**config.mk**
```make
export PLATFORM = sky130hd
export DESIGN_NAME = trng_word_fifo
export DESIGN_NICKNAME = d
export VERILOG_FILES = /design/src/rtl/trng_word_fifo.sv
export SDC_FILE = /design/constraint.sdc
export NUM_CORES = 1
export LEC_CHECK = 0
export BUFFER_PORTS_ARGS = -buffer_cell sky130_fd_sc_hd__buf_2
export CORE_ASPECT_RATIO = 1.5
export CORE_MARGIN = 2
export CORE_UTILIZATION = 50
export DETAILED_ROUTE_END_ITERATION = 8
export PLACE_DENSITY = 0.68
export SYNTH_ARGS = -nofsm -noshare
export SYNTH_HDL_FRONTEND = slang
export SYNTH_SLANG_ARGS = --single-unit
```
**constraint.sdc**
```tcl
create_clock -name clk -period 10.9 [get_ports clk]
set_clock_uncertainty 0.15 [all_clocks]
set_input_delay 1.09 -clock clk [delete_from_list [all_inputs] [get_ports clk]]
set_output_delay 1.09 -clock clk [all_outputs]
set_load 0.005 [all_outputs]
```
**src/rtl/trng_word_fifo.sv**
```systemverilog
// First-word-fall-through buffer between the TRNG wrapper and its consumer.
// Words offered while the buffer is full are dropped and counted, never overwritten.
module trng_word_fifo #(
    parameter int unsigned DEPTH = 8,
    parameter int unsigned CW    = 4
) (
    input  logic          clk,
    input  logic          buf_rst,
    input  logic [63:0]   wr_data,
    input  logic          wr_en,
    input  logic          rd_ready,
    input  logic          clr_overflow,
    output logic [63:0]   rd_data,
    output logic          rd_valid,
    output logic [CW-1:0] count,
    output logic          full,
    output logic          empty,
    output logic          overflow,
    output logic [7:0]    drop_count
);

    localparam int unsigned PW = (DEPTH > 1) ? $clog2(DEPTH) : 1;

    if ((DEPTH < 2) || (DEPTH > 64) || ((DEPTH & (DEPTH - 1)) != 0)) begin : g_bad_depth
        $error("trng_word_fifo: DEPTH must be a power of two between 2 and 64");
    end
    if (CW != ($clog2(DEPTH) + 1)) begin : g_bad_cw
        $error("trng_word_fifo: CW must equal log2(DEPTH)+1");
    end

    logic [63:0]   r_mem [DEPTH];
    logic [PW-1:0] r_wr_ptr;
    logic [PW-1:0] r_rd_ptr;
    logic [CW-1:0] r_count;
    logic          r_overflow;
    logic [7:0]    r_drop_count;

    logic          w_full;
    logic          w_empty;
    logic          w_pop;
    logic          w_push;
    logic          w_drop;
    logic [CW-1:0] w_count_nxt;
    logic          w_overflow_nxt;
    logic [7:0]    w_drop_count_nxt;

    assign w_full  = (r_count == CW'(DEPTH));
    assign w_empty = (r_count == '0);

    // A pop frees a slot in the same edge, so a full buffer can still accept a word.
    assign w_pop  = !w_empty && rd_ready;
    assign w_push = wr_en && (!w_full || w_pop);
    assign w_drop = wr_en && w_full && !w_pop;

    always_comb begin
        w_count_nxt = r_count;
        if (w_push && !w_pop) begin
            w_count_nxt = r_count + 1'b1;
        end else if (w_pop && !w_push) begin
            w_count_nxt = r_count - 1'b1;
        end
    end

    // A drop in the same cycle as a clear wins: the clear restarts the tally at this drop.
    always_comb begin
        w_overflow_nxt   = r_overflow;
        w_drop_count_nxt = r_drop_count;
        if (w_drop) begin
            w_overflow_nxt = 1'b1;
            if (clr_overflow) begin
                w_drop_count_nxt = 8'd1;
            end else if (r_drop_count != 8'hFF) begin
                w_drop_count_nxt = r_drop_count + 1'b1;
            end
        end else if (clr_overflow) begin
            w_overflow_nxt   = 1'b0;
            w_drop_count_nxt = 8'd0;
        end
    end

    always_ff @(posedge clk) begin
        if (w_push && !buf_rst) begin
            r_mem[r_wr_ptr] <= wr_data;
        end
    end

    always_ff @(posedge clk or posedge buf_rst) begin
        if (buf_rst) begin
            r_wr_ptr     <= '0;
            r_rd_ptr     <= '0;
            r_count      <= '0;
            r_overflow   <= 1'b0;
            r_drop_count <= 8'd0;
        end else begin
            if (w_push) begin
                r_wr_ptr <= r_wr_ptr + 1'b1;
            end
            if (w_pop) begin
                r_rd_ptr <= r_rd_ptr + 1'b1;
            end
            r_count      <= w_count_nxt;
            r_overflow   <= w_overflow_nxt;
            r_drop_count <= w_drop_count_nxt;
        end
    end

    assign rd_data    = r_mem[r_rd_ptr];
    assign rd_valid   = !w_empty;
    assign count      = r_count;
    assign full       = w_full;
    assign empty      = w_empty;
    assign overflow   = r_overflow;
    assign drop_count = r_drop_count;

endmodule

```
Word-level counts from Yosys, hierarchy flattened
Memory sizes are Yosys's and may differ from the RTL's. Index checks and enable logic that the tools add are counted.

Register bits: 19. Latch bits: 0. RAM bits: 512. Bits in read-only memories: 0. Bits of input ports: 69. Output and inout port bits: 80. Logic and storage cells: 41. Memories: 1.

Add/subtract/negate cells: 5. Multiply operators: 0. Divide/modulo/power cells: 0. Magnitude comparators: 0. Equal/unequal tests: 2. Shift operators: 0. Muxes and demuxes: 10. Bitwise operators: 0. Reduce and logical (&&, ||, !) cells: 18.

Memory list: r_mem (words 8, width 64, read ports 1, clocked after Yosys merged registers in 0, write ports 1, RTL line 31) `logic [63:0] r_mem [DEPTH];`.

Operators by type and width (number): two-way mux 8 bit (4); adder 8 x 1 -> 8 bit (second input constant) (1); two-way mux 4 bit (2); inequality test 8 bit (second input constant) (1); logical AND 1 bit (7); adder 3 x 1 -> 3 bit (second input constant) (2); nonzero test 2 bit (3); logical NOT 1 bit (5); adder 4 x 1 -> 4 bit (second input constant) (1); == test 4 bit (second input constant) (1); logical NOT 4 bit (1); two-way mux 1 bit (4); subtractor 4 x 1 -> 4 bit (second input constant) (1); AND reduction 2 bit (1); logical OR 1 bit (1).

Longest topological paths before layout
Depth after elaboration: 9. Gate-level depth with buffers: 10. Gate-level depth less buffers: 10.

Worst setup path before layout
OpenSTA, ideal clock, no wires.

Kind: input to register. From: in rd_ready. To: mem r_mem[0][0] (enable). Library setup time: 666 ps. Arrival: 7883 ps. Required time: 10084 ps. Slack: 2201 ps. Cell stages on the path: 2. Buffers on the path: 0. Cells stage by stage: o21ai_1 -> nor4b_1.

Cells in the longest elaborated chain, start to end: 6.

RTL lines: start: declaration (RTL line 11) `input logic rd_ready,`; logical AND 1 bit (RTL line 51) `assign w_pop = !w_empty && rd_ready;`; logical OR 1 bit (RTL line 52) `assign w_push = wr_en && (!w_full || w_pop);`; logical AND 1 bit (RTL line 52); logical AND 1 bit (RTL line 82) `if (w_push && !buf_rst) begin`; two-way mux 1 bit (RTL line 82); two-way mux 1 bit (not written as such) (RTL line 83) `r_mem[r_wr_ptr] <= wr_data;`; end: declaration (RTL line 31).

No other way between the ends.

Worst setup path after layout
From: reg r_rd_ptr[0]. To: out rd_data[49].

Cells in the longest elaborated chain, start to end: 1.

RTL lines: start: declaration (RTL line 33) `logic [PW-1:0] r_rd_ptr;`; start signal: assignment (RTL line 99) `r_rd_ptr <= r_rd_ptr + 1'b1;`; memory read (8 x 64 bit); end: declaration (RTL line 13) `output logic [63:0] rd_data,`.

No other way between the ends.

==> out/qor.txt <==
Total grt overflow: 0
Most common cell after layout, fill and taps aside: edfxtp_1
Data required time of the worst path: 9660 ps
Status: completed
Post-route ant nets: 0
Synth Area per Inst: 23.6 sq um
Tmin final: 4830 ps
Worst Path Buf+Inv: 2
Synth Area in Compound Gates: 0.593%
Core Box Area: 40100 sq um
Part of the power in combinational logic: 26.0%
Upper clock frequency limit: 207 MHz
Crit path capture type: output pin
Detail Placement HPWL: 20.9 mm
Leakage dissipation: 7.61 nW
Slew Viols, Final: 0
Post-synthesis mux area share: 18.0%
WS Path Type: reg2out
TNS Setup: 0 ps
CTS buffer count: 49
Synth Register Bits: 531
Final worst slack: 6070 ps
Multi-input gate area: 4270 sq um
Sw Ratio: 27.0%
Initial antenna violation count: 6
Cells after Synth: 858
RSZ-0062 raised after global routing: false
Largest family of logic cells by synthesized area: multiplexers
CTS H-Tree Depth: 2
Setup violators final: 0
Via Count: 9194
Die Ht: 250 um
Setup Slack @ Placement: 6550 ps
All-Layer GR Usage: 18.8%
Initial core utilization: 50.5%
Synth Area in Adders: 0.470%
Slowest library cell on the worst path: dfrtp_4
Clock share of power: 28.5%
Post-synthesis xor/xnor area fraction: 0.260%
Post-synthesis simple-gate area fraction: 1.53%
Worst min path class: reg2reg
Asr flop ratio synth: 3.58%
Number of DRC markers in iteration 0: 716
Critical path's largest stage delay: 1060 ps
Port bufs: 148
Slew headroom: 36.5%
Area Overhead vs Synth: 14.4%
Sw Pwr: 1.52 mW
Power per cell area: 243 nW/um^2
Design Power: 5.64 mW
Clk pin slew, worst setup/hold paths: 60 ps
Layout cell share with drive strength beyond 1: 41.0%
CTS tree: yes
CP Launch Type: register
Hold buffer count at cts: 0
Sequential element share of the synthesized area: 78.3%
Synth Net Count: 934
First-pass GRT wire length: 58.6 mm
Nets: 1115
Int Pwr: 4.12 mW
Synthesized area: 20200 sq um
Ys flop type: edfxtp_1
Number of distinct library cells after synthesis: 41
Filler Cell Count: 2892
Vias/cell: 5.80
Most frequent cells in the layout: edfxtp_1 (512), buf_2 (148), mux4_2 (128)
Full die area: 42200 sq um
Total wire length: 39.0 mm
Final hold violations: 0
Clock sink count: 531
FP Rows: 90
Max cap viols: 0
Wirelength per Cell: 24.6 um
Tcrit/Tclk final: 44.3%
DRC violations left: 0
Pin slew with the least headroom to its limit: 952 ps
Post-CTS setup repair buffer count: 0
Proportion of power drawn by flip-flops and latches: 45.5%
Register area: 15900 sq um
Critical path cell sequence: buf_4 -> mux4_2 -> mux2_2 -> buf_2
Top Ports: 149
Drt pass-1 iters: 4
Vias in the first global route: 9764
Fin util: 57.8%
Clk root buf: clkbuf_16
Clock Path Buffers: 3
CP delay by family, top: flip-flops
EDFF count, synth: 512
Ys Warns: 0
Maximum vdd drop: 0.172 mV
Post-cts gate resize count: 0
Worst-path fanout max: 47
Largest net degree at the start of global routing: 61
Die Wd: 168 um
CP Data Arrival Time: 3590 ps
GP Congestion: 0.760
Worst skew pair latency: 570 ps
[final timing paths]
check,startpoint,end,slack [ps],depth (start not counted)
setup / recovery,r_rd_ptr[0],rd_data[49],6070,4
hold / removal,overflow,overflow,380,1
setup reg to reg,count[1],count[3],7340,9
hold reg to reg,overflow,overflow,380,1
max in group asynchronous,buf_rst,r_rd_ptr[0],9470,2
min in group asynchronous,buf_rst,r_wr_ptr[2],550,2
[metrics by stage]
stage / area (sq um) / hold WS, ps / instances
3_5_place_dp: 21700 / 355 / 1494
3_3_place_gp: 21700 / 356 / 1494
6_report: 23200 / 384 / 1585
5_1_grt: 23200 / 398 / 1585
2_1_floorplan: 20200 / 328 / 858
4_1_cts: 23200 / 368 / 1584
[final cells by class]
type	count	share of cell area [%]
inverter	6	0.0972
antenna	1	0.0108
clock inverter	32	1.01
tap	506	2.73
sequential	531	68.5
multi-input combinational	284	18.4
clock buffer	58	5.44
timing repair buffer	167	3.81
[metal layers]
layer  share of wire [%]  GRT usage, %  vias up
met4                 2.7          6.18        8
met2                  52          33.3      214
met3                 4.6          3.32       73
li1                    -             -     4012
met5                0.14             0        -
met1                  40          23.4     4887
[synth_stat cells, types with 2 or more instances]
master,instances,share of area [%]
a21o_1,2,0.074
nand2_1,15,0.28
nor3_1,8,0.20
edfxtp_1,512,76
xnor2_1,6,0.26
ha_1,6,0.37
clkbuf_1,20,0.37
buf_1,5,0.093
dfrtp_1,19,2.3
mux2i_1,2,0.099
a31oi_1,2,0.062
mux4_2,128,14
nor4_1,4,0.12
buf_2,12,0.30
inv_1,6,0.11
o21ai_0,3,0.074
o31ai_1,2,0.074
nor2_1,9,0.17
nand3_1,7,0.17
mux2_2,66,3.7
a21oi_1,4,0.099
[registers in the layout (all words and copies together), names as in the netlist]
register and cells:
drop_count 8, r_rd_ptr 3, overflow 1, r_mem 512
count 4, r_wr_ptr 3
[cells by family (layout without fill, tap and decap cells)]
kind of cell	count (synthesis)	in the layout
flops	531	531
mux	196	196
simple gates	57	57
buf+inv	43	263
compound gates	18	18
fa+ha+maj	7	7
xor+xnor	6	6
other cells	0	1
[power groups by stage]
| stage | combinational [mW] | clock [mW] | sequential [mW] |
|---|---|---|---|
| 2_1_floorplan | 1.09 | 0 | 2.51 |
| 3_3_place_gp | 1.50 | 0 | 2.61 |
| 3_5_place_dp | 1.51 | 0 | 2.62 |
| 4_1_cts | 1.51 | 1.64 | 2.57 |
| 5_1_grt | 1.59 | 1.72 | 2.59 |
| 6_report | 1.47 | 1.61 | 2.57 |
Note: power is estimated with default switching activity, not from simulation.
